<file path="config.mk">
export PLATFORM = sky130hd
export DESIGN_NAME = gpmc_sdram_bridge
export DESIGN_NICKNAME = d
export VERILOG_FILES = /design/src/rtl/gpmc_sdram_bridge.sv
export SDC_FILE = /design/constraint.sdc
export NUM_CORES = 1
export LEC_CHECK = 0
export ABC_AREA = 1
export CAP_MARGIN = 5
export CORE_MARGIN = 5
export CORE_UTILIZATION = 40
export CTS_BUF_LIST = sky130_fd_sc_hd__clkbuf_16
export CTS_CLUSTER_SIZE = 25
export DETAILED_ROUTE_END_ITERATION = 10
export SKIP_LAST_GASP = 1
export SYNTH_ARGS = -nofsm -noshare
export SYNTH_HDL_FRONTEND = slang
export SYNTH_SLANG_ARGS = --single-unit
</file>
<file path="constraint.sdc">
create_clock -name clk -period 7.3 [get_ports clk]
set_clock_uncertainty 0.2 [all_clocks]
set_input_delay 1.095 -clock clk [delete_from_list [all_inputs] [get_ports clk]]
set_output_delay 1.095 -clock clk [all_outputs]
set_load 0.01 [all_outputs]
</file>
<file path="src/rtl/gpmc_sdram_bridge.sv">
`default_nettype none
// ============================================================================
// gpmc_sdram_bridge : GPMC register window onto sdram_controller (bursts, FIFO)
// Optional macro GPMC_BRIDGE_STATS_EN adds WR_COUNT/RD_COUNT at regs 6/7.
// Revision: 1.0
// ============================================================================
module gpmc_sdram_bridge #(
   parameter int ADDR_WIDTH    = 4,
   parameter int DATA_WIDTH    = 16,
   parameter int SD_DATA_WIDTH = 8,
   parameter int SD_ADDR_WIDTH = 25,
   parameter int RD_FIFO_DEPTH = 8
) (
   input  logic                     clk,
   input  logic                     rst_n,
   input  logic                     csn,
   input  logic                     wen,
   input  logic                     oen,
   input  logic [ADDR_WIDTH-1:0]    address,
   input  logic [DATA_WIDTH-1:0]    data_out,
   output logic [DATA_WIDTH-1:0]    data_in,
   output logic [SD_ADDR_WIDTH-1:0] sd_addr,
   output logic [SD_DATA_WIDTH-1:0] sd_wr_data,
   output logic                     sd_wr_enable,
   output logic                     sd_rd_enable,
   input  logic [SD_DATA_WIDTH-1:0] sd_rd_data,
   input  logic                     sd_rd_ready,
   input  logic                     sd_busy,
   input  logic                     sd_ack,
   output logic                     sd_rst
);

   localparam int PTR_W = $clog2(RD_FIFO_DEPTH);
   localparam int LVL_W = PTR_W + 1;
   localparam logic [ADDR_WIDTH-1:0] A_CTRL = ADDR_WIDTH'(0);
   localparam logic [ADDR_WIDTH-1:0] A_LO   = ADDR_WIDTH'(1);
   localparam logic [ADDR_WIDTH-1:0] A_HI   = ADDR_WIDTH'(2);
   localparam logic [ADDR_WIDTH-1:0] A_WR   = ADDR_WIDTH'(3);
   localparam logic [ADDR_WIDTH-1:0] A_RD   = ADDR_WIDTH'(4);
   localparam logic [ADDR_WIDTH-1:0] A_LEN  = ADDR_WIDTH'(5);

   typedef enum logic [2:0] {IDLE, WR_REQ, RD_REQ, RD_WAIT, RD_STALL} state_t;
   state_t state, state_nxt;

   logic                     armed, host_wr, host_rd;
   logic                     ctrl_wr, flush, soft_rst, start_req, wr_req, addr_wr;
   logic                     idle, go_wr, go_rd, ack_cmd, push, pop, err_set;
   logic                     autoinc, err, rd_active, busy;
   logic [15:0]              burst_len, remaining, status;
   logic [SD_DATA_WIDTH-1:0] fifo_mem [RD_FIFO_DEPTH];
   logic [PTR_W-1:0]         wr_ptr, rd_ptr;
   logic [LVL_W-1:0]         level;
   logic                     fifo_full, fifo_empty;
   logic [DATA_WIDTH-1:0]    rd_mux;

   // One action per chip-select assertion; csn high re-arms.
   assign host_wr   = armed & ~csn & ~wen &  oen;
   assign host_rd   = armed & ~csn &  wen & ~oen;
   assign ctrl_wr   = host_wr & (address == A_CTRL) & (data_out[15:8] == 8'hA5);
   assign flush     = ctrl_wr & data_out[1];
   assign start_req = ctrl_wr & data_out[0];
   assign soft_rst  = sd_rst | (ctrl_wr & data_out[4]);
   assign wr_req    = host_wr & (address == A_WR);
   assign addr_wr   = host_wr & ((address == A_LO) | (address == A_HI));
   assign idle      = (state == IDLE);
   assign fifo_full  = (level == LVL_W'(RD_FIFO_DEPTH));
   assign fifo_empty = (level == '0);
   assign go_wr     = wr_req & idle & ~soft_rst;
   assign go_rd     = start_req & idle & (burst_len != 16'd0) & ~fifo_full & ~soft_rst;
   assign ack_cmd   = sd_ack & ((state == WR_REQ) | (state == RD_REQ)) & ~soft_rst;
   assign push      = (state == RD_WAIT) & sd_rd_ready & (remaining != 16'd0) & ~flush & ~soft_rst;
   assign pop       = host_rd & (address == A_RD) & ~fifo_empty;
   assign err_set   = (~idle & (wr_req | start_req | addr_wr)) |
                      (host_rd & (address == A_RD) & fifo_empty);
   assign rd_active = (state == RD_REQ) | (state == RD_WAIT) | (state == RD_STALL);
   assign busy      = sd_busy | ~idle;
   assign status    = {8'(level), err, fifo_full, autoinc, sd_rst,
                       ~fifo_empty, busy, (state == WR_REQ), rd_active};

   always_comb begin
      state_nxt    = state;
      sd_wr_enable = 1'b0;
      sd_rd_enable = 1'b0;
      case (state)
         IDLE: begin
            if (go_wr)      state_nxt = WR_REQ;
            else if (go_rd) state_nxt = RD_REQ;
         end
         WR_REQ: begin
            sd_wr_enable = 1'b1;
            if (sd_ack) state_nxt = IDLE;
         end
         RD_REQ: begin
            sd_rd_enable = 1'b1;
            if (sd_ack) state_nxt = RD_WAIT;
         end
         RD_WAIT: begin
            // remaining==0 here means a flush happened: the word is dropped.
            if (sd_rd_ready)
               state_nxt = ((remaining <= 16'd1) | flush) ? IDLE : RD_STALL;
         end
         RD_STALL: begin
            if ((remaining == 16'd0) | flush) state_nxt = IDLE;
            else if (!fifo_full)              state_nxt = RD_REQ;
         end
         default: state_nxt = IDLE;
      endcase
      if (soft_rst) state_nxt = IDLE;
   end

   always_ff @(posedge clk or negedge rst_n) begin
      if (!rst_n) begin
         state      <= IDLE;
         armed      <= 1'b1;
         sd_rst     <= 1'b0;
         autoinc    <= 1'b0;
         err        <= 1'b0;
         burst_len  <= '0;
         remaining  <= '0;
         sd_addr    <= '0;
         sd_wr_data <= '0;
         data_in    <= '0;
         wr_ptr     <= '0;
         rd_ptr     <= '0;
         level      <= '0;
      end else begin
         state <= state_nxt;
         if (csn)                     armed <= 1'b1;
         else if (host_wr | host_rd)  armed <= 1'b0;
         if (ctrl_wr) begin
            sd_rst  <= data_out[4];
            autoinc <= data_out[5];
         end
         if (host_wr & (address == A_LEN)) burst_len <= data_out[15:0];
         if (go_wr) sd_wr_data <= data_out[SD_DATA_WIDTH-1:0];
         if (addr_wr & idle) begin
            if (address == A_LO) sd_addr[15:0] <= data_out[15:0];
            else                 sd_addr[SD_ADDR_WIDTH-1:16] <= data_out[SD_ADDR_WIDTH-17:0];
         end else if (ack_cmd & autoinc) begin
            sd_addr <= sd_addr + SD_ADDR_WIDTH'(1);
         end
         if (soft_rst | flush) remaining <= '0;
         else if (go_rd)       remaining <= burst_len;
         else if (push)        remaining <= remaining - 16'd1;
         if (soft_rst | flush) begin
            wr_ptr <= '0;
            rd_ptr <= '0;
            level  <= '0;
         end else begin
            if (push) wr_ptr <= wr_ptr + PTR_W'(1);
            if (pop)  rd_ptr <= rd_ptr + PTR_W'(1);
            if (push & ~pop)      level <= level + LVL_W'(1);
            else if (~push & pop) level <= level - LVL_W'(1);
         end
         if (err_set)                             err <= 1'b1;
         else if (host_rd & (address == A_CTRL))  err <= 1'b0;
         if (host_rd) data_in <= rd_mux;
      end
   end

   always_ff @(posedge clk) begin
      if (push) fifo_mem[wr_ptr] <= sd_rd_data;
   end

`ifdef GPMC_BRIDGE_STATS_EN
   localparam logic [ADDR_WIDTH-1:0] A_WRC = ADDR_WIDTH'(6);
   localparam logic [ADDR_WIDTH-1:0] A_RDC = ADDR_WIDTH'(7);
   logic [15:0] wr_count, rd_count;

   always_ff @(posedge clk or negedge rst_n) begin
      if (!rst_n) begin
         wr_count <= '0;
         rd_count <= '0;
      end else begin
         if (host_wr & (address == A_WRC))       wr_count <= '0;
         else if (ack_cmd & (state == WR_REQ))   wr_count <= wr_count + 16'd1;
         if (host_wr & (address == A_RDC))       rd_count <= '0;
         else if (push)                          rd_count <= rd_count + 16'd1;
      end
   end
`endif

   always_comb begin
      rd_mux = '0;
      case (address)
         A_CTRL:  rd_mux = DATA_WIDTH'(status);
         A_LO:    rd_mux = DATA_WIDTH'(sd_addr[15:0]);
         A_HI:    rd_mux = DATA_WIDTH'(sd_addr[SD_ADDR_WIDTH-1:16]);
         A_WR:    rd_mux = DATA_WIDTH'(sd_wr_data);
         A_RD:    rd_mux = fifo_empty ? '0 : DATA_WIDTH'(fifo_mem[rd_ptr]);
         A_LEN:   rd_mux = DATA_WIDTH'(burst_len);
`ifdef GPMC_BRIDGE_STATS_EN
         A_WRC:   rd_mux = DATA_WIDTH'(wr_count);
         A_RDC:   rd_mux = DATA_WIDTH'(rd_count);
`endif
         default: rd_mux = '0;
      endcase
   end

endmodule
`default_nettype wire

</file>
==> results.md <==
- Register area share after synthesis: 0.504
- Chip width: about 160 um
- CP Launch Type: input pin
- Per-cell routed wire length: between 15 and 20 um
- IO buf count: 87
- WP buf/inv: 5
- Final period util: 0.611
- Main flop type after synthesis: dfrtp_1
- Layout cells sized above 1: 0.0628
- Crit-path leading delay family: simple AND/OR/NAND/NOR gates
- Fmax: ~0.22 GHz
- CP Launch Point: csn
- Final slew viol count: 0
- Setup CP Type: input pin to flip-flop
- Final setup viols: 0
- Power per cell area: 201 mW/mm^2
- Slowest-stage cell, CP: nor2_2
- Hold depth: 2
- Site Rows: 54
- Setup bufs post-CTS: 0
- Placed insts: 1410
- Worst Max-Slew Pin Slew: 1.20 ns
- Die Y: 157 um
- Pleak: 4.55 nW
- Worst Path Max Fanout: 23
- Largest net degree at the start of global routing: 74
- Yosys reg bits: 162
- Asr flop ratio synth: 0.605
- Final-report hold violation count: 0
- Yosys top cell by area: dfrtp_1
- Setup crit end: level[3]$_DFFE_PN0P_
- Routed Antenna Nets: 0
- TritonCTS clock tree: built
- Crit path top cell by count: nand2_1
- CORE AREA: approximately 0.022 mm^2
- Initial DRT Pass Iterations: 5
- Synth top area share: 0.279
- Global-route wire length before repair: between 40000 and 50000 um
- WP depth: 17
- Yosys warnings: 0
- Max-cap viol count: 0
- TritonCTS Buffers: 17
- GPL Wtd Cong: approximately 0.96
- Hold Crit Class: flip-flop to flip-flop
- Syn Nets: 1118
- Cell with the most instances after synthesis: nand2_1
- DRC: 0
- Reg2reg setup slack: 3.47 ns
- Post-CTS Resized: 0
- # diodes: 0
- Post-Layout Cell Count: 1443
- Final HPWL DP: 19000 um
- Via count: 7701
- Worst r2r dst: level[3]$_DFFE_PN0P_
- Max-slew headroom: 0.196
- Vias in the first global route: 7027
- Critical Path Sink Type: flip-flop
- Crit-path cells: clkdlybuf4s50_1, inv_1, nand2_1, nor2_2, inv_1, nor2_1, inv_1, nand3_2, ha_1, a21oi_1, nand3_1, nand2_1, inv_1, nand2_1, nand2_1, nand2_1, nand2_1
- Critical Path AT: around 4.6 ns
- Mapped cell area: 0.00869 mm^2
- Initial antenna violation count: 0
- I/O pins: 88
- Period minus WS final: 4.46 ns
- Syn avg cell area: between 8 and 9 um^2
- Worst VDD drop: between 0.15 and 0.2 mV
- Clock transition at path regs: 0.07 ns
- Die footprint: 0.0248 mm^2
- Synth Instances: 1074
- Global route overflow: 0
- Initial Util: 0.402
- DR vias/cell: between 5 and 6
- Setup TNS: 0 ns
- Root Buffer: clkbuf_16
- R2R Path Start: armed$_DFFE_PN1P_
- H-Tree Depth: 4
- Synth top cells by count: nand2_1 (296), nor2_1 (144), inv_1 (100)
- Max incr delay on CP: between 0.5 and 0.6 ns
- Final WL: 26500 um
- Starting DRT DRC Count: 795
- Clock Tree Buf Depth: 2
- Status: completed
- Area grow syn2layout: 19.6%
- CTS Hold Bufs: 0
- Fin nets: 1194
- Synth top area cells: dfrtp_1 (28%), edfxtp_1 (22%), nand2_1 (13%)
- Clk_lat worst skew: between 0.4 and 0.5 ns
- Gr usage total: 0.214
- Sink Count: 162
- Synth unique cells: 47
- Unrepaired setup endpoints after global routing: false
- Worst path required time: 7.42 ns
- R2r worst-path depth: 15
- EDFF count, synth: 64
==> per-layer routing <==
metal	up-vias	wire [um]	GRT usage
li1	3717	-	-
met1	3661	12500	0.325
met2	295	11900	0.322
met3	28	1860	0.0390
met4	0	303	0.0451
met5	-	0	0
==> report_power, final <==
group	switching, mW	leakage [nW]	internal [mW]
logic	0.0909	2.38	0.0630
clock network	0.464	0.301	0.472
registers	0.0281	1.86	0.971
total	0.583	4.55	1.51
==> cell families (layout without fill, tap and decap cells) <==
group,after synthesis,count (layout),synth area share
XOR/XNOR,22,22,0.0222
buffers and inverters,140,229,0.0648
adder cells (fa/ha/maj),8,8,0.0124
AO/OA/AOI/OAI,187,187,0.121
AND/OR/NAND/NOR,555,555,0.276
flip-flops,162,162,0.504
==> cells in the final DEF, fill, tap and decap left out, drive strengths merged, types with 28 or more instances in the layout <==
master / count
a21oi: 33
clkdlybuf4s50: 86
dfrtp: 97
edfxtp: 64
inv: 115
nand2: 306
nand3: 51
nand4: 28
nor2: 154
o21ai: 106
==> worst min path at each step <==
stage	startpoint	endpoint
6_report	burst_len[5]$_DFFE_PN0P_	burst_len[5]$_DFFE_PN0P_
2_1_floorplan	burst_len[12]$_DFFE_PN0P_	burst_len[12]$_DFFE_PN0P_
3_3_place_gp	data_in[1]$_DFFE_PN0N_	data_in[1]$_DFFE_PN0N_
3_5_place_dp	data_in[5]$_DFFE_PN0N_	data_in[5]$_DFFE_PN0N_
5_1_grt	burst_len[4]$_DFFE_PN0P_	burst_len[4]$_DFFE_PN0P_
4_1_cts	burst_len[4]$_DFFE_PN0P_	burst_len[4]$_DFFE_PN0P_
==> tightest hold or removal path: cells and delay by family (launching register included) <==
kind             cells  cell delay [ns]
flip-flops           1             0.35
AO/OA/AOI/OAI        1             0.06
AND/OR/NAND/NOR      1             0.05
==> final cells by class <==
type	count	area [um^2]
clock buffers	17	425
clock inverters	15	191
fillers	2110	11200
inverters	106	400
multi-input cells	772	3750
flip-flops and latches	162	4380
well taps	280	350
repair buffers	91	896
==> sequential cells by signal, summed over array words and instances, names as in the netlist <==
signal and cells:
sd_wr_data 8, armed 1, err 1, sd_addr 25
autoinc 1, data_in 16, state 3, fifo_mem 64
wr_ptr 3, level 4, burst_len 16, rd_ptr 3
sd_rst 1, remaining 16
==> through the flow <==
step	instance area, um^2	setup slack, ns	util	total power, mW	hold slack [ns]
finish	10400	2.84	0.481	2.09	0.288
global route	10400	2.50	0.481	2.15	0.308
CTS	10400	2.92	0.480	2.10	0.292
detailed placement	9770	2.47	0.452	1.17	0.271
global placement	9770	2.58	0.452	1.17	0.266
floorplan	8690	4.12	-	1.07	0.253
Power figures use the tool's default switching activity.
